**src/rtl/de10boy_pkg.sv**
```systemverilog
// Shared constants and types for the CPU/OAM-DMA memory-map arbitration.
package de10boy_pkg;

  localparam logic [15:0] DMA_REG_ADDR = 16'hFF46;
  localparam logic [15:0] OAM_BASE     = 16'hFE00;
  localparam logic [15:0] HRAM_BASE    = 16'hFF80;
  localparam logic [15:0] HRAM_LAST    = 16'hFFFE;
  localparam int          DMA_LEN      = 160;
  localparam int          HRAM_DEPTH   = 127;
  localparam int          DATA_W       = 8;

  typedef enum logic [1:0] {IDLE, START, READ, WRITE} dma_state_t;
  typedef enum logic [1:0] {MEM, HRAM, DMAREG, BLOCKED} rd_sel_t;

  function automatic logic is_hram(input logic [15:0] addr);
    return (addr >= HRAM_BASE) && (addr <= HRAM_LAST);
  endfunction

endpackage

```
**src/rtl/oam_dma_controller_hram.sv**
```systemverilog
// High RAM (FF80-FFFE): 127 bytes, synchronous write, registered read.
module hram
  import de10boy_pkg::*;
(
  input  logic              clock,
  input  logic              reset,
  input  logic [6:0]        addr,
  input  logic [DATA_W-1:0] wdata,
  input  logic              wren,
  output logic [DATA_W-1:0] rdata
);

  logic [DATA_W-1:0] mem [0:HRAM_DEPTH-1];

  always_ff @(posedge clock) begin
    if (wren) mem[addr] <= wdata;
  end

  // Index 127 (FFFF) is not backed; the read register simply holds.
  always_ff @(posedge clock or posedge reset) begin
    if (reset) begin
      rdata <= '0;
    end else if (addr < 7'(HRAM_DEPTH)) begin
      rdata <= mem[addr];
    end
  end

endmodule

```
**src/rtl/oam_dma_controller.sv**
```systemverilog
// Arbitrates the memory-map port between the CPU and the OAM DMA engine.
module oam_dma_controller
  import de10boy_pkg::*;
(
  input  logic        clock,
  input  logic        reset,
  input  logic [15:0] cpu_addr,
  input  logic [7:0]  cpu_wdata,
  input  logic        cpu_wren,
  output logic [7:0]  cpu_rdata,
  output logic [15:0] mem_addr,
  output logic [7:0]  mem_wdata,
  output logic        mem_wren,
  input  logic [7:0]  mem_rdata,
  output logic        dma_active
);

  localparam logic [7:0] IDX_LAST = 8'(DMA_LEN - 1);

  dma_state_t state, state_next;
  rd_sel_t    rd_sel;
  logic [7:0] idx, idx_next;
  logic [7:0] dma_reg;
  logic [7:0] hram_rdata;
  logic       cpu_hram;
  logic       dma_start;

  assign cpu_hram   = is_hram(cpu_addr);
  assign dma_start  = cpu_wren && (cpu_addr == DMA_REG_ADDR);
  assign dma_active = (state != IDLE);

  hram u_hram (
    .clock (clock),
    .reset (reset),
    .addr  (cpu_addr[6:0]),
    .wdata (cpu_wdata),
    .wren  (cpu_wren && cpu_hram),
    .rdata (hram_rdata)
  );

  always_ff @(posedge clock or posedge reset) begin
    if (reset) begin
      state   <= IDLE;
      idx     <= '0;
      dma_reg <= '0;
    end else begin
      state <= state_next;
      idx   <= idx_next;
      if (dma_start) dma_reg <= cpu_wdata;
    end
  end

  always_comb begin
    state_next = state;
    idx_next   = idx;
    mem_addr   = cpu_addr;
    mem_wdata  = cpu_wdata;
    mem_wren   = 1'b0;
    unique case (state)
      IDLE: begin
        mem_wren = cpu_wren && !cpu_hram && (cpu_addr != DMA_REG_ADDR);
      end
      START: begin
        state_next = READ;
      end
      READ: begin
        mem_addr   = {dma_reg, idx};
        state_next = WRITE;
      end
      WRITE: begin
        // Memory returns the READ-cycle byte now, so it goes straight to OAM.
        mem_addr  = OAM_BASE + {8'h00, idx};
        mem_wdata = mem_rdata;
        mem_wren  = 1'b1;
        if (idx < IDX_LAST) begin
          idx_next   = idx + 8'd1;
          state_next = READ;
        end else begin
          state_next = IDLE;
        end
      end
      default: state_next = IDLE;
    endcase
    // A register write restarts the copy from any state.
    if (dma_start) begin
      state_next = START;
      idx_next   = '0;
    end
  end

  always_ff @(posedge clock or posedge reset) begin
    if (reset) begin
      rd_sel <= MEM;
    end else if (cpu_hram) begin
      rd_sel <= HRAM;
    end else if (cpu_addr == DMA_REG_ADDR) begin
      rd_sel <= DMAREG;
    end else if (dma_active) begin
      rd_sel <= BLOCKED;
    end else begin
      rd_sel <= MEM;
    end
  end

  always_comb begin
    cpu_rdata = mem_rdata;
    unique case (rd_sel)
      HRAM:    cpu_rdata = hram_rdata;
      DMAREG:  cpu_rdata = dma_reg;
      BLOCKED: cpu_rdata = 8'hFF;
      default: cpu_rdata = mem_rdata;
    endcase
  end

endmodule

```
**config.mk**
```make
export PLATFORM = sky130hd
export DESIGN_NAME = oam_dma_controller
export DESIGN_NICKNAME = d
export VERILOG_FILES = /design/src/rtl/de10boy_pkg.sv /design/src/rtl/oam_dma_controller_hram.sv /design/src/rtl/oam_dma_controller.sv
export SDC_FILE = /design/constraint.sdc
export NUM_CORES = 1
export LEC_CHECK = 0
export ABC_AREA = 1
export BUFFER_PORTS_ARGS = -buffer_cell sky130_fd_sc_hd__buf_2
export CORE_ASPECT_RATIO = 0.9
export CORE_MARGIN = 4
export CORE_UTILIZATION = 45
export CTS_BUF_LIST = sky130_fd_sc_hd__clkbuf_16
export DETAILED_ROUTE_END_ITERATION = 16
export PLACE_DENSITY = 0.74
export SLEW_MARGIN = 20
export SYNTH_ARGS = -nofsm -noshare
export SYNTH_HDL_FRONTEND = slang
export SYNTH_SLANG_ARGS = --single-unit
```
**constraint.sdc**
```tcl
create_clock -name clock -period 1.8 [get_ports clock]
set_clock_uncertainty 0.2 [all_clocks]
set_input_delay 0.18 -clock clock [delete_from_list [all_inputs] [get_ports clock]]
set_output_delay 0.18 -clock clock [all_outputs]
set_load 0.02 [all_outputs]
```
[After elaboration in Yosys (flattened, before gate mapping)]
Memory sizes are Yosys's and may differ from the RTL's. A register that Yosys moved wholly into a read port is not among the register bits.
Index checks and enable logic that the tools add are counted.
W data, S select, Z words.
Cells by class
  reduce and logical (&&, ||, !) cells: 12
  muxes and demuxes: 15
  order comparisons: 4
  equality and inequality tests: 8
  add/sub/neg operators: 2
Operators by type and width (count)
  $mux W8: 4
  $pmux W16 S2: 1
  $pmux W8 S3: 1
  $eq A16 B16 Y1 const B: 1
  $ge A16 B16 Y1 const B: 1
  $le A16 B16 Y1 const B: 1
  $ne A16 B16 Y1 const B: 1
  $add A10 B9 Y11 const A: 1
  $mux W2: 5
  $add A8 B1 Y8 const B: 1
  $eq A2 B2 Y1 const B: 4
  $lt A8 B8 Y1 const B: 1
  $lt A7 B7 Y1 const B: 1
  $pmux W2 S3: 1
  $reduce_bool A2 Y1: 3
  $logic_and A1 B1 Y1: 5
  $eq A2 B1 Y1 const B: 2
  $reduce_bool A4 Y1: 1
  $logic_not A2 Y1: 1
  $mux W1: 2
  $pmux W1 S2: 1
  $reduce_and A2 Y1: 1
  $logic_not A1 Y1: 1
Word-level totals
  register bits after elaboration: 20
  input port bits: 35
  logic and storage cells: 46
  output and inout bits: 34
  memory bits (writable): 1016
  memories: 1
Memories
  u_hram.mem: depth 127, bits a word 8, rd ports 1, clocked after memory_dff 1, write ports 1, RTL line oam_dma_controller_hram.sv:13  | logic [DATA_W-1:0] mem [0:HRAM_DEPTH-1];

[Logic depth before layout (Yosys ltp)]
Gate-level depths: netlist (run 1).
  depth after elaboration: 6
  gate-level depth with buffers: 17
  gate-level depth less buffers: 13

[Cells and area by module]
A second synthesis (run 1) with hierarchy kept.
Second synthesis, totals
  cell total of the unflattened synthesis: 4399
  area total of the unflattened synthesis: 44789.2 sq um
By module, submodules not included
  hram: seq. area each 30709.5 sq um, area an instance 43146.4 sq um, instances 1, cells an instance 4138
  oam_dma_controller: seq. area each 500.5 sq um, area an instance 1642.8 sq um, instances 1, cells an instance 261

[Worst setup path before layout (run 1)]
No wires, ideal clock.
  path type: input -> register
  start: in cpu_addr[0]
  end: mem u_hram.mem[100][0] (enable)
  setup time: 0.370 ns
  setup slack: -0.486 ns
  stages: 10
  required time: 1.230 ns
  arrival time: 1.716 ns
  path buffers: 3
  cells stage by stage: buf_4 > buf_4 > nand2_1 > nor2_2 > clkinv_2 > nand2_2 > nor2_8 > nand3_4 > buf_4 > nor2_1
On the way
  cells in the longest elaborated chain, start to end: 5
  elaborated cells between the ends (all ways): 6
  those cells by class: order compare: 2; mux: 2; reduce/logical: 2
RTL lines
  from (decl): RTL line oam_dma_controller.sv:7  | input logic [15:0] cpu_addr,
  $ge A16 B16 Y1 / $le A16 B16 Y1 (equally long branches): RTL line de10boy_pkg.sv:16  | return (addr >= HRAM_BASE) && (addr <= HRAM_LAST);
  $logic_and A1 B1 Y1: RTL line de10boy_pkg.sv:16
  $logic_and A1 B1 Y1: RTL line oam_dma_controller.sv:37  | .wren (cpu_wren && cpu_hram),
  $mux W1: RTL line oam_dma_controller_hram.sv:16  | if (wren) mem[addr] <= wdata;
  $mux W1 (not written as such): RTL line oam_dma_controller_hram.sv:16
  to (decl): RTL line oam_dma_controller_hram.sv:13
Parallel ways exist; a longest one is shown, timed or not.

[Final worst setup path (run 1)]
  start: reg state[1]
  end: out mem_addr[12]
On the way
  cells in the longest elaborated chain, start to end: 2
  elaborated cells between the ends (all ways): 3
  those cells by class: eq/ne: 2; mux: 1
RTL lines
  from (decl): RTL line oam_dma_controller.sv:20  | dma_state_t state, state_next;
  from (signal assigned): RTL line oam_dma_controller.sv:47  | state <= state_next;
  $eq A2 B2 Y1: RTL line oam_dma_controller.sv:59  | unique case (state)
  $pmux W16 S2 *: RTL line oam_dma_controller.sv:59
  to (decl): RTL line oam_dma_controller.sv:11  | output logic [15:0] mem_addr,
Mark *: on every way between the ends. The rest lies on a longest branch, timed or not.

==> reports/qor.yml, run 1 <==
logic_synthesis:
  yosys_register_bits: 1044
  mappedNetlistArea_um2: 44710
  synth_nets: 4397
  synth_cell_types: 37
  syn_avg_cell_area_um2: 10.26
  ys_seq_area_frac: 0.6981
  yosys_warnings: 0
  postSynthCellCount: 4357
routing:
  routedWlPerCell_um: 19.51
  vias_per_cell: 5.293
  via_count: 32810
  drt_pass1_iterations: 8
  route.detailed.drc: 0
  ant_nets: 0
  drtIter0Drc: 4274
  drt_wl_total_um: 120900
power:
  switching_power_w: 0.01335
  p_int_w: 0.04119
  peakVddDrop_mv: 0.8944
  switching_share: 0.2448
  p_leak_nw: 22.42
  powerDensity_nw_per_um2: 1005
  p_comb_frac: 0.125
  pwr-share-clk: 0.381
  sequentialPowerShare: 0.494
floorplan:
  dieArea_um2: 104500
  fp.dieH_um: 307.0
  die_w_um: 340.2
  start_util: 0.4547
  coreArea_um2: 98330
  placementRows: 109
  io_pins: 69
final_layout:
  stdcell_area_um2: 54280
  final_nets: 4823
  largest_register_ffs: 1016
  final_layout_size_suffix_gt1_frac: 0.1714
  final_util: 0.5520
  most-common-layout-cells: "nand2_1 (2397), edfxtp_1 (1016), buf_4 (392)"
  layout_commonest_cell: "nand2_1"
  seq_area_um2: 31210
  n_fill_cell: 8021
  regMostFlops: "u_hram.mem"
  multi_input_area_um2: 12590
  area_delta_synth_final_pct: 21.41
cts:
  worstSkewPairLatency_ns: 0.69
  cts_tree: "yes"
  cts_sinks: 1044
  htreeDepth: 3
  clk_path_buf_depth: 3
  clockRootBuffer: "clkbuf_16"
  path_clk_slew_ns: 0.06
  cts-buffers-inserted: 99
worst_setup_path:
  cp.required_ns: 1.42
  crit_path_end_kind: "output port"
  crit_path_start_kind: "flip-flop"
  crit_type: "flip-flop to output port"
  cp.arrival_ns: 2.02
  crit_start: "state[1]"
  critPathMaxFanout: 7
  reg2reg_from: "u_hram.mem[84][0]"
timing:
  post-route-min-period_ns: 2.405
  slew_headroom: 0.6546
  fmax_ghz: 0.4158
  drv_slew: 0
  setup_viol: 40
  layout_worst_path_cycle_share: 1.336
  rsz0062_at_grt: "true"
  setup_slack_ns: -0.6048
  hold_viol_final: 0
  worstMarginPinSlew_ns: 0.5181
global_route:
  grt_max_degree: 72
  grt_pass1_vias: 31220
  grt_use_total: 0.2255
  grt_pass1_wl_um: 182200
  overflow: 0
  antenna_found_initial: 4
placement:
  io_buffer_count: 68
  gp_congestion: 0.9565
  dpl-instance-area_um2: 50120
  dp_hpwl_um: 77500
hold_path:
  hold_start: "cpu_wren"
  hold_class: "primary input to flip-flop"
status:
  status: "finished, violations left"
  violations: "setup timing"
flow_run:
  maxCapViolCount: 0
==> area by class of cell <==
class                           instances  area share
Sequential cell                      1044      0.5751
Multi-Input combinational cell       3020      0.2320
Timing Repair Buffer                  547     0.09672
Clock buffer                          104     0.04795
Tap cell                             1332     0.03070
Clock inverter                         79     0.01166
Inverter                               70    0.005671
Timing Repair inverter                  1   0.0001383
Antenna cell                            1  0.00004610
==> what timing repair did <==
item,in CTS,in global routing
pin swaps,37,16
setup buffers,10,8
resized for setup,149,68
hold buffers,20,1
gates cloned,1,1
endpoints found under the hold margin,989,1
endpoints found under the setup margin,42,1067
==> metal layers <==
layer | global-route usage | routed length (um) | up-vias
met5 | 0 | 12 | -
met4 | 0.06767 | 3501 | 2
met3 | 0.04182 | 11600 | 247
met2 | 0.3651 | 56630 | 1649
met1 | 0.3131 | 49170 | 15690
li1 | - | - | 15220
==> worst paths after layout <==
| path | end | slack (ns) | cells after the start |
|---|---|---|---|
| max | mem_addr[12] | -0.60 | 6 |
| min | state[1] | 0.04 | 6 |
| max reg2reg | u_hram.rdata[0] | -0.06 | 11 |
| min reg2reg | idx[7] | 0.33 | 2 |
| max in group asynchronous | state[1] | 0.56 | 5 |
| min in group asynchronous | dma_reg[4] | 0.50 | 5 |
==> cells in the mapped netlist (all sizes together) <==
cell type / number / area [um^2]
a21oi: 53 / 265.3
a221oi: 1 / 8.760
a31oi: 6 / 37.54
and2: 8 / 50.05
and3: 1 / 6.260
buf: 171 / 948.4
clkbuf: 52 / 195.2
clkinv: 1 / 5.000
dfrtp: 28 / 700.7
edfxtp: 1016 / 30510
ha: 5 / 62.56
inv: 69 / 259.0
nand2: 2443 / 9194
nand3: 95 / 563.0
nand4: 24 / 156.4
nor2: 228 / 889.6
nor3: 5 / 25.02
nor4: 1 / 6.260
o211ai: 17 / 142.6
o21a: 1 / 7.510
o21ai: 122 / 610.6
o31ai: 1 / 7.510
or2: 9 / 56.31
==> metrics by stage <==
stage	worst slack [ns]	hold WS [ns]	cells	setup TNS (ns)	power (W)
final	-0.6048	0.03874	6198	-16.34	0.05454
after detailed placement	-0.6484	0.09372	5975	-434.91	0.03299
after global routing	-0.6711	0.08162	6197	-19.78	0.05625
after global placement	-0.6185	0.08829	5975	-399.70	0.03290
after CTS	-0.5910	0.0007715	6189	-335.02	0.05420
after floorplan	-0.3901	0.04541	4357	-311.89	0.03038
==> logic make-up after synthesis <==
| group | count (synthesis) | synth area share |
|---|---|---|
| fa+ha+maj | 5 | 0.001399 |
| simple gates | 2814 | 0.2449 |
| buf+inv | 293 | 0.03149 |
| compound gates | 201 | 0.02415 |
| flops | 1044 | 0.6981 |
==> power groups by stage <==
stage / sequential [W] / clock [W] / combinational (W)
6_report: 0.0269 / 0.0208 / 0.00682
5_1_grt: 0.0269 / 0.0221 / 0.00728
4_1_cts: 0.0269 / 0.0210 / 0.00630
3_5_place_dp: 0.0274 / 0 / 0.00559
3_3_place_gp: 0.0274 / 0 / 0.00551
2_1_floorplan: 0.0274 / 0 / 0.00300
==> critical path: stages (launching register included) <==
cell	delay (ns)
dfrtp_2	0.45
ha_4	0.19
nor2_4	0.15
inv_4	0.08
buf_4	0.13
a31oi_1	0.17
buf_4	0.17
Note: power is estimated with default switching activity, not from simulation.
==> run 2: changes to the inputs <==
--- a/config.mk
+++ b/config.mk
@@ -9,5 +9,4 @@
 export BUFFER_PORTS_ARGS = -buffer_cell sky130_fd_sc_hd__buf_2
 export CORE_ASPECT_RATIO = 0.9
-export CORE_MARGIN = 4
 export CORE_UTILIZATION = 45
 export CTS_BUF_LIST = sky130_fd_sc_hd__clkbuf_16
--- a/constraint.sdc
+++ b/constraint.sdc
@@ -3,3 +3,3 @@
 set_input_delay 0.18 -clock clock [delete_from_list [all_inputs] [get_ports clock]]
 set_output_delay 0.18 -clock clock [all_outputs]
-set_load 0.02 [all_outputs]
+set_load 0.01 [all_outputs]
==> reports/qor.yml, run 2 (synthesis gave the netlist of run 1 again) <==
status:
  status: "finished, violations left"
  violations: "setup timing"
cts:
  cts_tree: "yes"
  path_clk_slew_ns: 0.07  # about the same
  worstSkewPairLatency_ns: 0.69  # about the same
  cts-buffers-inserted: 98  # -1.0%
  clockRootBuffer: "clkbuf_16"
  clk_path_buf_depth: 3  # unchanged
  cts_sinks: 1044  # unchanged
  htreeDepth: 3  # unchanged
floorplan:
  start_util: 0.4547  # unchanged
  fp.dieH_um: 301.0  # -2.0%
  dieArea_um2: 100600  # -3.7%
  die_w_um: 334.2  # -1.8%
  placementRows: 109  # unchanged
  coreArea_um2: 98330  # unchanged
  io_pins: 69  # unchanged
timing:
  setup_viol: 1053  # +2500%
  post-route-min-period_ns: 2.345  # -0.06008 ns
  layout_worst_path_cycle_share: 1.303  # -0.03338
  fmax_ghz: 0.4265  # +2.6%
  final.setup.tns_ns: -255.58  # -239.24 ns
  hold_viol_final: 0  # unchanged
  worstMarginPinSlew_ns: 0.5422  # +0.02407 ns
  setup_slack_ns: -0.5447  # +0.06008 ns
  drv_slew: 0  # unchanged
  rsz0062_at_grt: "true"
  slew_headroom: 0.6352  # -0.01938
global_route:
  antenna_found_initial: 2  # -2
  grt_pass1_wl_um: 182900  # +0.35%
  overflow: 0  # unchanged
  grt_use_total: 0.2378  # +0.01229
  grt_pass1_vias: 31590  # +1.2%
  grt_max_degree: 69  # -4.2%
worst_setup_path:
  cp.required_ns: 1.42  # about the same
  r2r_end: "idx[7]"
  crit_path_start_kind: "flip-flop"
  reg2reg_slack_ns: -0.13  # -0.07 ns
  crit_type: "flip-flop to output port"
  r2r_cells: 12  # +1
  cp.arrival_ns: 1.96  # -0.06 ns
  critPathMaxFanout: 6  # -1
  crit_start: "state[1]"
  crit_path_end_kind: "output port"
  crit_end: "mem_addr[3]"
  reg2reg_from: "idx[1]"
power:
  p_leak_nw: 22.44  # about the same
  peakVddDrop_mv: 0.8923  # -0.23%
  powerDensity_nw_per_um2: 995.9  # -0.89%
placement:
  gp_congestion: 0.9317  # -2.6%
  dp_hpwl_um: 76160  # -1.7%
  io_buffer_count: 68  # unchanged
  dp_slack_ns: -0.7805  # -0.1321 ns
final_layout:
  area_delta_synth_final_pct: 21.78
  largest_register_ffs: 1016  # unchanged
  most-common-layout-cells: "nand2_1 (2360), edfxtp_1 (1016), buf_4 (351)"
  layout_commonest_cell: "nand2_1"
  final_layout_size_suffix_gt1_frac: 0.1828  # +0.01136
  final_nets: 4814  # -0.19%
  regMostFlops: "u_hram.mem"
  diodes: 0  # -1
hold_path:
  hold_class: "primary input to flip-flop"
routing:
  drt_wl_total_um: 121400  # +0.40%
  via_count: 32970  # +0.49%
  drtIter0Drc: 4493  # +5.1%
  drt_pass1_iterations: 6  # -2
  ant_nets: 0  # unchanged
  vias_per_cell: 5.326  # +0.62%
  routedWlPerCell_um: 19.61  # +0.53%
  route.detailed.drc: 0  # unchanged
flow_run:
  maxCapViolCount: 0  # unchanged
[run 2: cell types whose count changed in the layout (fill, tap and decap cells not counted), sizes merged]
cell,before,now
diode,1,0
clkinvlp,3,4
buf,529,517
clkinv,47,54
clkbuf,106,107
inv,90,88
bufinv,10,8
[run 2: power breakdown]
group | switching (W) | internal (W) | leakage, nW
Clock | 0.00899 | 0.0114 | 1.64
Combinational | 0.00418 | 0.00269 | 11.4
Sequential | 0.000178 | 0.0268 | 9.44
Total | 0.0133 | 0.0409 | 22.4
[run 2: metrics by stage]
stage / total power, W / utilization / instances / hold slack (ns) / instance area (um^2)
global route: 0.05576 / 0.5537 / 6190 / 0.07140 / 54440
finish: 0.05422 / 0.5537 / 6190 / 0.03859 / 54440
detailed placement: 0.03273 / 0.5091 / 5962 / 0.09435 / 50060
floorplan: 0.03008 / - / 4357 / 0.04541 / 44870
CTS: 0.05354 / 0.5490 / 6181 / 0.001838 / 53980
global placement: 0.03263 / 0.5091 / 5962 / 0.09003 / 50060
[run 2: layer usage]
metal	up-vias	GRT usage	wire length [um]
met5	-	0	13
met4	2	0.08311	3957
met3	294	0.04180	13020
met2	1767	0.3675	55200
met1	15710	0.3399	49210
li1	15200	-	-
[run 2: area by class of cell]
type                            instances  area, um^2
Timing Repair Buffer                  538        5244
Multi-Input combinational cell       3020       12830
Sequential cell                      1044       31210
Timing Repair inverter                  2       15.01
Fill cell                            7756       43890
Clock buffer                          102        2552
Clock inverter                         82       615.6
Tap cell                             1332        1667
Inverter                               70       301.5
[run 2: how the worst min path moves through the flow]
stage,from,endpoint,slack [ns],cells after the start
2_1_floorplan,reset,dma_reg[0],0.05,1
3_3_place_gp,reset,dma_reg[2],0.09,3
3_5_place_dp,reset,dma_reg[2],0.09,3
4_1_cts,cpu_addr[8],dma_reg[7],0.002,7
5_1_grt,cpu_addr[2],rd_sel[0],0.07,9
6_report,cpu_addr[4],rd_sel[0],0.04,9
[run 2: critical path: stages (launching register included)]
cell	delay (ns)
dfrtp_2	0.44
ha_4	0.18
nor2_4	0.16
buf_6	0.14
buf_12	0.11
nand2_1	0.05
o21ai_1	0.07
buf_2	0.15
[run 2: timing repair]
action                                  4_1_cts  5_1_grt
hold buffers                                 20        1
setup buffers                                12        8
endpoints found under the setup margin       47     1068
endpoints found under the hold margin       812        2
gates cloned                                  3        4
pin swaps                                    34       63
gates resized for setup                     160      112
